===== src/rtl/card_display_pkg.sv =====
// Card display shared types, 7-seg patterns and decode.
// CARDDISP_ERRCHK_EN: codes 14/15 decode to "E" instead of blank.
package card_display_pkg;

    typedef logic [3:0] card_t;
    typedef logic [6:0] seg_t;

    typedef enum logic [1:0] {
        IDLE,
        BLINK,
        SHOW
    } slot_state_e;

    // Active-low, bit order gfedcba
    localparam seg_t SEG_BLANK = 7'b1111111;
    localparam seg_t SEG_0     = 7'b1000000;
    localparam seg_t SEG_A     = 7'b0001000;
    localparam seg_t SEG_2     = 7'b0100100;
    localparam seg_t SEG_3     = 7'b0110000;
    localparam seg_t SEG_4     = 7'b0011001;
    localparam seg_t SEG_5     = 7'b0010010;
    localparam seg_t SEG_6     = 7'b0000010;
    localparam seg_t SEG_7     = 7'b1111000;
    localparam seg_t SEG_8     = 7'b0000000;
    localparam seg_t SEG_9     = 7'b0010000;
    localparam seg_t SEG_J     = 7'b1100001;
    localparam seg_t SEG_Q     = 7'b0011000;
    localparam seg_t SEG_K     = 7'b0001001;
    localparam seg_t SEG_E     = 7'b0000110;

    function automatic seg_t card_to_seg(card_t c);
        seg_t s;
        case (c)
            4'd1:    s = SEG_A;
            4'd2:    s = SEG_2;
            4'd3:    s = SEG_3;
            4'd4:    s = SEG_4;
            4'd5:    s = SEG_5;
            4'd6:    s = SEG_6;
            4'd7:    s = SEG_7;
            4'd8:    s = SEG_8;
            4'd9:    s = SEG_9;
            4'd10:   s = SEG_0;
            4'd11:   s = SEG_J;
            4'd12:   s = SEG_Q;
            4'd13:   s = SEG_K;
`ifdef CARDDISP_ERRCHK_EN
            4'd14,
            4'd15:   s = SEG_E;
`endif
            default: s = SEG_BLANK;
        endcase
        return s;
    endfunction

endpackage


===== src/rtl/card_display_ctrl_slot.sv =====
// One card digit: capture, blink-then-show FSM, registered segments.
// Decode of codes 14/15 depends on CARDDISP_ERRCHK_EN (see package).
module card_slot
    import card_display_pkg::*;
#(
    parameter int BLINK_HALVES = 6
) (
    input  logic  fast_clock,
    input  logic  resetb,
    input  logic  clear,
    input  logic  tick,
    input  logic  load,
    input  card_t card_in,
    output seg_t  seg7,
    output logic  busy,
    output card_t card_q
);

    localparam int HW = (BLINK_HALVES > 1) ? $clog2(BLINK_HALVES + 1) : 1;

    slot_state_e   state, state_n;
    logic          phase, phase_n;
    logic [HW-1:0] halves, halves_n;
    card_t         card_n;
    seg_t          seg_n;
    logic          busy_n;

    always_ff @(posedge fast_clock or negedge resetb) begin
        if (!resetb) begin
            state  <= IDLE;
            phase  <= 1'b1;
            halves <= '0;
            card_q <= '0;
            seg7   <= SEG_BLANK;
            busy   <= 1'b0;
        end else begin
            state  <= state_n;
            phase  <= phase_n;
            halves <= halves_n;
            card_q <= card_n;
            seg7   <= seg_n;
            busy   <= busy_n;
        end
    end

    always_comb begin
        state_n  = state;
        phase_n  = phase;
        halves_n = halves;
        card_n   = card_q;
        if (clear) begin
            state_n  = IDLE;
            phase_n  = 1'b1;
            halves_n = '0;
            card_n   = '0;
        end else if (load) begin
            phase_n  = 1'b1;
            halves_n = HW'(BLINK_HALVES);
            card_n   = card_in;
            if (card_in == '0) begin
                state_n  = IDLE;
                halves_n = '0;
            end else if (BLINK_HALVES == 0) begin
                state_n = SHOW;
            end else begin
                state_n = BLINK;
            end
        end else if (state == BLINK && tick) begin
            // Last half-period ends on the phase that was just shown
            if (halves == HW'(1)) begin
                state_n  = SHOW;
                phase_n  = 1'b1;
                halves_n = '0;
            end else begin
                phase_n  = ~phase;
                halves_n = halves - HW'(1);
            end
        end
    end

    always_comb begin
        seg_n  = SEG_BLANK;
        busy_n = (state == BLINK);
        unique case (state)
            BLINK:   seg_n = phase ? card_to_seg(card_q) : SEG_BLANK;
            SHOW:    seg_n = card_to_seg(card_q);
            default: seg_n = SEG_BLANK;
        endcase
    end

endmodule


===== src/rtl/card_display_ctrl.sv =====
// N-slot registered card display with shared blink prescaler.
// CARDDISP_ERRCHK_EN adds sticky err output for codes 14/15.
module card_display_ctrl
    import card_display_pkg::*;
#(
    parameter int N_SLOTS      = 6,
    parameter int TICK_DIV     = 25,
    parameter int BLINK_HALVES = 6
) (
    input  logic                 fast_clock,
    input  logic                 resetb,
    input  logic                 clear,
    input  logic [N_SLOTS-1:0]   load,
    input  logic [N_SLOTS*4-1:0] card_in,
    output logic [N_SLOTS*7-1:0] seg7,
    output logic                 busy,
    output logic [N_SLOTS*4-1:0] card_q
`ifdef CARDDISP_ERRCHK_EN
    ,
    output logic                 err
`endif
);

    localparam int PW = (TICK_DIV > 1) ? $clog2(TICK_DIV) : 1;

    logic [PW-1:0]      presc;
    logic               tick;
    logic [N_SLOTS-1:0] busy_s;

    assign tick = (presc == PW'(TICK_DIV - 1));

    always_ff @(posedge fast_clock or negedge resetb) begin
        if (!resetb)   presc <= '0;
        else if (tick) presc <= '0;
        else           presc <= presc + PW'(1);
    end

    for (genvar i = 0; i < N_SLOTS; i++) begin : g_slot
        card_slot #(
            .BLINK_HALVES(BLINK_HALVES)
        ) u_slot (
            .fast_clock(fast_clock),
            .resetb    (resetb),
            .clear     (clear),
            .tick      (tick),
            .load      (load[i]),
            .card_in   (card_in[4*i +: 4]),
            .seg7      (seg7[7*i +: 7]),
            .busy      (busy_s[i]),
            .card_q    (card_q[4*i +: 4])
        );
    end

    assign busy = |busy_s;

`ifdef CARDDISP_ERRCHK_EN
    logic err_set;

    always_comb begin
        err_set = 1'b0;
        for (int i = 0; i < N_SLOTS; i++) begin
            if (load[i] && card_in[4*i +: 4] >= 4'd14) err_set = 1'b1;
        end
    end

    always_ff @(posedge fast_clock or negedge resetb) begin
        if (!resetb)      err <= 1'b0;
        else if (clear)   err <= 1'b0;
        else if (err_set) err <= 1'b1;
    end
`endif

endmodule


===== config.mk =====
export PLATFORM = sky130hd
export DESIGN_NAME = card_display_ctrl
export DESIGN_NICKNAME = d
export VERILOG_FILES = /design/src/rtl/card_display_pkg.sv /design/src/rtl/card_display_ctrl_slot.sv /design/src/rtl/card_display_ctrl.sv
export SDC_FILE = /design/constraint.sdc
export NUM_CORES = 1
export LEC_CHECK = 0
export CAP_MARGIN = 40
export CORE_UTILIZATION = 40
export DETAILED_ROUTE_END_ITERATION = 8
export MAX_ROUTING_LAYER = met4
export PLACE_DENSITY = 0.65
export SLEW_MARGIN = 20
export SYNTH_ARGS = -nofsm -noshare
export SYNTH_HDL_FRONTEND = slang
export SYNTH_HIERARCHICAL = 1
export SYNTH_SLANG_ARGS = --single-unit

===== constraint.sdc =====
create_clock -name fast_clock -period 2.2 [get_ports fast_clock]
set_input_delay 0.44 -clock fast_clock [delete_from_list [all_inputs] [get_ports fast_clock]]
set_output_delay 0.44 -clock fast_clock [all_outputs]
set_load 0.02 [all_outputs]

Yosys cells after proc, flatten, opt, wreduce, memory -nomap -nowiden
Memory sizes are Yosys's and may differ from the RTL's.
Index checks and enable logic that the tools add are counted.
{"block": "totals", "register_bits": 113, "romBits": 1344, "mem_count": 12}
{"name": "(no name shown)", "words": 16, "word_bits": 7, "read_ports": 1, "rd_ports_with_merged_regs": 0, "wr": 0, "line": "card_display_pkg.sv:33", "source": "case (c)"}
{"name": "(no name shown)", "words": 16, "word_bits": 7, "read_ports": 1, "rd_ports_with_merged_regs": 0, "wr": 0, "line": "card_display_pkg.sv:33"}
{"name": "(no name shown)", "words": 16, "word_bits": 7, "read_ports": 1, "rd_ports_with_merged_regs": 0, "wr": 0, "line": "card_display_pkg.sv:33"}
{"name": "(no name shown)", "words": 16, "word_bits": 7, "read_ports": 1, "rd_ports_with_merged_regs": 0, "wr": 0, "line": "card_display_pkg.sv:33"}
{"name": "(no name shown)", "words": 16, "word_bits": 7, "read_ports": 1, "rd_ports_with_merged_regs": 0, "wr": 0, "line": "card_display_pkg.sv:33"}
{"name": "(no name shown)", "words": 16, "word_bits": 7, "read_ports": 1, "rd_ports_with_merged_regs": 0, "wr": 0, "line": "card_display_pkg.sv:33"}
{"name": "6 more memories"}
{"block": "op_classes", "n_addsub": 7, "n_eq_ne": 19, "n_mux": 109, "n_bitwise": 6, "reduce_logical": 37}
{"operator": "$mux W3", "n": 30}
{"operator": "$pmux W7 S2", "n": 6}
{"operator": "$mux W2", "n": 24}
{"operator": "$mux W4", "n": 12}
{"operator": "$mux W7", "n": 6}
{"operator": "$reduce_bool A3 Y1", "n": 12}
{"operator": "$mux W1", "n": 30}
{"operator": "$logic_not A4 Y1", "n": 6}
{"operator": "$eq A3 B1 Y1 const B", "n": 6}
{"operator": "$sub A3 B1 Y3 const B", "n": 6}
{"operator": "$eq A2 B1 Y1 const B", "n": 6}
{"operator": "$eq A2 B2 Y1 const B", "n": 6}
{"operator": "$reduce_and A2 Y1", "n": 6}
{"operator": "$reduce_bool A2 Y1", "n": 6}
{"operator": "$logic_and A1 B1 Y1", "n": 6}
{"operator": "$not A1 Y1", "n": 6}
{"operator": "$reduce_or A6 Y1", "n": 1}
{"operator": "$add A5 B1 Y5 const B", "n": 1}
{"operator": "$eq A5 B5 Y1 const B", "n": 1}
{"operator": "$mux W5", "n": 1}

Depth between registers and ports, before layout
Gate-level depths: netlist of run 1.
{"block": "logic_depth", "ltp_word": 5, "mapped_depth": 7, "depth_no_buf": 6}

Cells and area by module
Netlist of run 1, hierarchy kept.
{"module": "card_slot (g_slot[1].u_slot ...)", "instances": 3, "cells_each": 99, "area_each_um2": 1026.0, "seq_area_each_um2": 460.4}
{"module": "card_slot (g_slot[0].u_slot ...)", "instances": 2, "cells_each": 101, "area_each_um2": 1028.5, "seq_area_each_um2": 460.4}
{"module": "card_slot (g_slot[5].u_slot)", "instances": 1, "cells_each": 98, "area_each_um2": 1027.2, "seq_area_each_um2": 460.4}
{"module": "card_display_ctrl", "instances": 1, "cells_each": 27, "area_each_um2": 280.3, "seq_area_each_um2": 125.1}

Worst setup path before layout of run 1
Ideal clock, no wire load.
{"block": "synth_path", "path_kind": "reg2reg", "startpoint": "reg presc[0]", "endpoint": "reg g_slot[0].u_slot.halves[1]", "setup_time_ns": 0.069, "arrival_time_ns": 1.868, "t_required_ns": 2.131, "slack_ns": 0.264, "path_stages_with_launch": 7, "path_buffers": 0, "cell_sequence": "dfrtp_1 > inv_1 > ha_1 > and4b_1 > nand2_1 > or4b_1 > nand3_1"}
{"block": "synth_between", "elab_chain_len": 3}
{"item": "from (decl)", "line": "card_display_ctrl.sv:26", "source": "logic [PW-1:0] presc;"}
{"item": "from (signal assigned)", "line": "card_display_ctrl.sv:35", "source": "else presc <= presc + PW'(1);"}
{"item": "$eq A5 B5 Y1", "line": "card_display_ctrl.sv:30", "source": "assign tick = (presc == PW'(TICK_DIV - 1));"}
{"item": "net tick", "line": "card_display_ctrl.sv:27", "source": "logic tick;"}
{"item": "$logic_and A1 B1 Y1", "line": "card_display_ctrl_slot.sv:68", "source": "end else if (state == BLINK && tick) begin"}
{"item": "$reduce_bool A3 Y1 (no source line)"}
{"item": "to (signal assigned)", "line": "card_display_ctrl_slot.sv:39", "source": "halves <= halves_n;"}
{"item": "to (decl)", "line": "card_display_ctrl_slot.sv:23", "source": "logic [HW-1:0] halves, halves_n;"}
The timed path passes the listed nets, and every way through them passes these cells.
A chain may end at the register's enable or synchronous reset.

Worst setup path in the final report of run 1
{"block": "layout_path", "startpoint": "reg g_slot[5].u_slot.card_q[3]", "endpoint": "out card_q[23]"}
{"item": "from (decl)", "line": "card_display_ctrl_slot.sv:16", "source": "output card_t card_q"}
{"item": "from (signal assigned)", "line": "card_display_ctrl_slot.sv:40", "source": "card_q <= card_n;"}
{"item": "to (decl)", "line": "card_display_ctrl.sv:17", "source": "output logic [N_SLOTS*4-1:0] card_q"}
No word-level cell between the ends.

==> results of run 1 <==
## registers in the layout (all words and copies together) (netlist names)
name                  cells
presc                     5
g_slot.u_slot/phase       6
g_slot.u_slot/halves     18
g_slot.u_slot/seg7       42
g_slot.u_slot/state      12
g_slot.u_slot/busy        6
g_slot.u_slot/card_q     24
## power breakdown
part	total, mW	switching, mW	internal, mW
registers	2.35	0.0919	2.26
logic	0.996	0.527	0.469
clock network	2.71	0.983	1.72
## logic make-up (layout without fill, tap and decap cells)
kind of cell    count (synthesis)  count (layout)  share of synthesized area, %
xor+xnor                        6               6                         0.816
mux                            38              38                          7.09
simple gates                  197             197                          16.5
fa+ha+maj                      68              68                          13.2
flops                         113             113                          44.8
buf+inv                        74             206                          5.19
compound gates                128             128                          12.4
## what timing repair did
| item | 4_1_cts | 5_1_grt |
|---|---|---|
| setup endpoints to repair | 1 | 1 |
| resized for setup | 2 | 1 |
| endpoints found under the hold margin | 18 | 0 |
| hold buffers | 1 | 0 |
## how the worst max path moves through the flow
stage,endpoint,start,slack (ns),cells after the start
after global routing,card_q[23],g_slot[5].u_slot/card_q[3]$_DFFE_PN0N_,0.003,1
after floorplan,g_slot[0].u_slot/halves[1]$_DFFE_PN0P_,presc[0]$_DFF_PN0_,0.26,6
after detailed placement,g_slot[4].u_slot/halves[1]$_DFFE_PN0P_,presc[0]$_DFF_PN0_,0.26,7
after CTS,card_q[15],g_slot[3].u_slot/card_q[3]$_DFFE_PN0N_,0.02,1
final,card_q[23],g_slot[5].u_slot/card_q[3]$_DFFE_PN0N_,0.08,1
after global placement,g_slot[3].u_slot/halves[1]$_DFFE_PN0P_,presc[0]$_DFF_PN0_,0.37,7
## cells in the mapped netlist (7+ instances only)
master	instances	area (sq um)
nand3_1	23	115
inv_1	55	206
nand2_1	18	67.6
nor3_1	8	40.0
nor2b_1	12	75.1
o21a_1	7	52.6
ha_1	68	851
o31ai_1	11	82.6
mux2i_1	31	310
o21ai_0	46	230
dfrtp_1	65	1630
nand2b_1	20	125
a211oi_1	7	52.6
dfstp_2	48	1260
nor3b_1	8	60.1
a21oi_1	28	140
buf_2	9	45.0
nor2_1	65	244
## placed cells by master (no fill, tap or decap), drive strengths merged, types with 21 or more instances in the layout
master	n
clkdlybuf4s50	96
ha	68
nor2	66
dfrtp	65
inv	56
dfstp	48
o21ai	46
mux2i	31
a21oi	28
nand3	23
buf	21
## per-layer routing
layer / vias to the layer above / wire length (um) / global-route usage (%) / share of wire [%]
li1: 2412 / - / - / -
met1: 2368 / 6050 / 20.8 / 46
met2: 84 / 6600 / 28.3 / 50
met3: 18 / 371 / 3.83 / 2.8
met4: 0 / 206 / 7.34 / 1.6
met5: - / 0 / - / 0
## cell type report
| type | count | area, sq um | area share (%) |
|---|---|---|---|
| clock buffers | 20 | 457 | 5.48 |
| clock inverters | 12 | 133 | 1.59 |
| inverters | 55 | 206 | 2.48 |
| multi-input cells | 437 | 3230 | 38.7 |
| flip-flops and latches | 113 | 2890 | 34.7 |
| well taps | 216 | 270 | 3.24 |
| repair buffers | 119 | 1150 | 13.8 |
==> results.ini, run 1 <==
[status]
run_status = finished clean

[yosys]
synth_area_per_cell_sq_um = 10.3
ys_seq_area_share_pct = 44.8
synth_edf_count = 0
synth_area_sq_um = 6440
yosysWarnings = 6
syn_nets = 725
synth_ff_type = dfrtp_1
synth_seq_cells = 113
async_reset_ff_share_pct = 100
synth_cell_types = 51
synth_cells = 624

[min_path]
hold_class = flip-flop to flip-flop
worstHoldPathCells = 1
hold_end = presc[0]$_DFF_PN0_
hp-start = presc[0]$_DFF_PN0_

[cts]
clkTransAtPathRegs_ns = 0.05
numClockSinks = 113
root_buffer = clkbuf_16
cts_tree = yes
htreeDepth = 4
postCtsSetupRepairBufs = 0
clock_latency_ns = 0.42
cts_made_buffers = 17
cts_buffer_depth = 2

[critical_path]
r2r_end = g_slot[2].u_slot/halves[1]$_DFFE_PN0P_
worstPathMaxFanout = 14
crit_required_ns = 1.76
r2r_cells = 7
cp_cell_sequence = clkdlybuf4s50_1
rr_startpoint = presc[0]$_DFF_PN0_
start_kind = flip-flop
cp_top_family = buffers and inverters
cp_slowest_cell = clkdlybuf4s50_1
cpPeakStageDelay_ns = 0.68
path_buf_inv = 1
worstPathArrival_ns = 1.68
path_class = flip-flop to output pin
rrSetupSlack_ns = 0.23
worstSetupEndpointType = output pin

[cells_and_area]
final_cell_area_sq_um = 8330
fin_cells = 972
fin_nets = 844
drive_gt1_share_pct = 16.3
postLayoutCoreUtil_pct = 52.6
diodes = 0
nFillCells = 1396
area_growth_pct = 29.3

[pwr]
ir_drop_mv = 0.510
power_density_nw_per_um2 = 727
leakage_nw = 3.61
power_mw = 6.05

[floorplan]
die_height_um = 129
dieArea_sq_um = 16600
die_w_um = 129
rows = 46
core_sq_um = 15800
start_util_pct = 40.7
ios = 100

[global_route]
grt_overflow = 0
grt_use_total_pct = 17.4
antenna_found_initial = 0
grt_pass1_wl_um = 22000
grt_max_degree = 68
grt_pass1_vias = 4701

[timing]
finalMaxSlewViolations = 0
skew_ns = 0.00822
setup_viol = 0
layout_min_cycle_time_ns = 2.12
hold_slack_ns = 0.510
period_share_pct = 96.5
rsz0062_at_grt = no
worst_pin_slew_ns = 0.641
slew_headroom_pct = 57.3
max_clock_freq_mhz = 471
setup_tns_ns = 0
fin_ws_ns = 0.0765
finalHoldViolations = 0

[routing]
wl_per_cell_um = 13.6
firstDrtPassIters = 4
num_vias = 4882
drc = 0
drt_iter0_markers = 221
ant_nets = 0
wl_um = 13200
routed_via_density = 5.02

[run]
max_cap_violations = 0

[placed_design]
dpl.hpwl_um = 9440
dpl_cell_area_sq_um = 7720
numPortBuffers = 99
routabilityCongestion = 0.837
pre_cts_ws_ns = 0.262
place_inst = 939

(Power assumes the default switching activity.)
==> run 2, diff against run 1 <==
--- a/config.mk
+++ b/config.mk
@@ -5,10 +5,8 @@
 export SDC_FILE = /design/constraint.sdc
 export NUM_CORES = 1
 export LEC_CHECK = 0
-export CAP_MARGIN = 40
 export CORE_UTILIZATION = 40
 export DETAILED_ROUTE_END_ITERATION = 8
-export MAX_ROUTING_LAYER = met4
 export PLACE_DENSITY = 0.65
 export SLEW_MARGIN = 20
 export SYNTH_ARGS = -nofsm -noshare
==> run 2 against run 1 <==
Compared with the run above: wire length hardly changed; flip-flop and latch count stayed put; cell area unchanged; largest cell class unchanged.
==> results.ini, run 2 (synthesis gave the netlist of run 1 again) <==
[status]
run_status = finished clean

[routing]
firstDrtPassIters = 4  ; unchanged
routed_via_density = 5.05  ; +0.49%
num_vias = 4906  ; +0.49%
drc = 0  ; unchanged
wl_um = 13200  ; about the same
routed.top_layer = met4
wl_met3_um = 451  ; +22%
wl_per_cell_um = 13.6  ; about the same
wl_met1_um = 5940  ; -1.8%
ant_nets = 0  ; unchanged
wl_met2_um = 6610  ; +0.27%
drt_iter0_markers = 219  ; -0.90%

[cts]
cts_made_buffers = 17  ; unchanged
clock_latency_ns = 0.41  ; about the same
cts_buffer_depth = 2  ; unchanged
postCtsSetupRepairBufs = 0  ; unchanged
cts_tree = yes
clkTransAtPathRegs_ns = 0.05  ; about the same
root_buffer = clkbuf_16
numClockSinks = 113  ; unchanged
htreeDepth = 4  ; unchanged

[pwr]
switchingPower_mw = 1.60  ; -0.23%
power_density_nw_per_um2 = 726  ; about the same
sw_frac_of_total_pct = 26.4  ; -0.045 points
power_mw = 6.05  ; about the same
combPwrFrac_pct = 16.5  ; about the same
leakage_nw = 3.61  ; unchanged
p_seq_share_pct = 38.9  ; about the same
ir_drop_mv = 0.510  ; about the same
clkPwrFrac_pct = 44.7  ; about the same
p_int_mw = 4.45  ; about the same

[cells_and_area]
reg_top3 = g_slot.u_slot/seg7 (42), g_slot.u_slot/card_q (24), g_slot.u_slot/halves (18)
fin_nets = 844  ; unchanged
layout_common_cells = clkdlybuf4s50_1 (96), ha_1 (68), nor2_1 (65)
largest_reg_flops = 42  ; unchanged
regMostFlops = g_slot.u_slot/seg7
fin_cells = 972  ; unchanged
drive_gt1_share_pct = 16.3  ; unchanged
final_common_cell = clkdlybuf4s50_1
diodes = 0  ; unchanged
final_cell_area_sq_um = 8330  ; unchanged
area_growth_pct = 29.3  ; unchanged

[floorplan]
rows = 46  ; unchanged
die_w_um = 129  ; unchanged
start_util_pct = 40.7  ; unchanged
ios = 100  ; unchanged
core_sq_um = 15800  ; unchanged
dieArea_sq_um = 16600  ; unchanged
die_height_um = 129  ; unchanged

[timing]
rsz0062_at_grt = no
layout_min_cycle_time_ns = 2.13  ; +0.00536 ns
setup_tns_ns = 0  ; unchanged
period_share_pct = 96.8  ; +0.24 points
skew_ns = 0.00758  ; -0.000636 ns
max_clock_freq_mhz = 470  ; -0.25%
fin_ws_ns = 0.0711  ; -0.00536 ns
slew_headroom_pct = 56.6  ; -0.66 points
finalMaxSlewViolations = 0  ; unchanged
setup_viol = 0  ; unchanged
finalHoldViolations = 0  ; unchanged
worst_pin_slew_ns = 0.651  ; +0.00988 ns

[critical_path]
worstPathMaxFanout = 14  ; unchanged
path_class = flip-flop to output pin
cp_cell_sequence = clkdlybuf4s50_1
r2r_cells = 7  ; unchanged
cp_slowest_cell = clkdlybuf4s50_1
crit_required_ns = 1.76  ; about the same
path_buf_inv = 1  ; unchanged
worstPathArrival_ns = 1.69  ; about the same
start_kind = flip-flop
cp_top_family = buffers and inverters
rrSetupSlack_ns = 0.23  ; about the same
cpPeakStageDelay_ns = 0.68  ; about the same
worstSetupEndpointType = output pin
r2r_end = g_slot[2].u_slot/halves[1]$_DFFE_PN0P_
rr_startpoint = presc[0]$_DFF_PN0_

[global_route]
grt_pass1_wl_um = 22000  ; about the same
antenna_found_initial = 0  ; unchanged
grt_use_total_pct = 16.9  ; -0.49 points
grt_pass1_vias = 4705  ; +0.085%
grt_overflow = 0  ; unchanged
grt_max_degree = 68  ; unchanged

[min_path]
hold_class = flip-flop to flip-flop
hold_end = presc[0]$_DFF_PN0_
hp-start = presc[0]$_DFF_PN0_
worstHoldPathCells = 1  ; unchanged

[run]
max_cap_violations = 0  ; unchanged

[placed_design]
routabilityCongestion = 0.824  ; -1.5%
place_inst = 939  ; unchanged
dpl_cell_area_sq_um = 7720  ; unchanged
numPortBuffers = 99  ; unchanged
dpl.hpwl_um = 9440  ; unchanged
pre_cts_ws_ns = 0.262  ; unchanged

-- run 2: timing repair --
action,4_1_cts,5_1_grt
endpoints found under the hold margin,18,0
hold buffers,1,0
gates resized for setup,2,1
setup endpoints to repair,1,1
cloned,0,0
-- run 2: layout make-up --
cell class              instances  area (sq um)
clock inverters                12           133
repair buffers                119          1150
inverters                      55           206
multi-input cells             437          3230
flip-flops and latches        113          2890
fillers                      1396          7500
clock buffers                  20           457
well taps                     216           270
-- run 2: metal layers --
layer,GRT usage (%),vias to the layer above
li1,-,2414
met4,7.54,0
met2,28.2,95
met5,0,-
met1,21.0,2380
met3,3.87,17
-- run 2: power groups by stage --
stage          Clock, mW  Sequential (mW)  Combinational (mW)
2_1_floorplan          0             2.49               0.461
3_3_place_gp           0             2.38               0.977
3_5_place_dp           0             2.38               0.999
4_1_cts             2.76             2.35                1.01
5_1_grt             2.87             2.37                1.10
6_report            2.70             2.35               0.996
-- run 2: how the worst max path moves through the flow --
stage | from | end | slack, ns | cells after the start
2_1_floorplan | presc[0]$_DFF_PN0_ | g_slot[0].u_slot/halves[1]$_DFFE_PN0P_ | 0.26 | 6
3_3_place_gp | presc[0]$_DFF_PN0_ | g_slot[3].u_slot/halves[1]$_DFFE_PN0P_ | 0.37 | 7
3_5_place_dp | presc[0]$_DFF_PN0_ | g_slot[4].u_slot/halves[1]$_DFFE_PN0P_ | 0.26 | 7
4_1_cts | g_slot[3].u_slot/card_q[3]$_DFFE_PN0N_ | card_q[15] | 0.02 | 1
5_1_grt | g_slot[5].u_slot/card_q[3]$_DFFE_PN0N_ | card_q[23] | 0.002 | 1
6_report | g_slot[5].u_slot/card_q[3]$_DFFE_PN0N_ | card_q[23] | 0.07 | 1
-- run 2: stage by stage --
stage	util (%)	hold WS, ns
3_5_place_dp	48.8	0.418
2_1_floorplan	-	0.144
4_1_cts	52.6	0.513
3_3_place_gp	48.8	0.413
5_1_grt	52.6	0.528
6_report	52.6	0.510
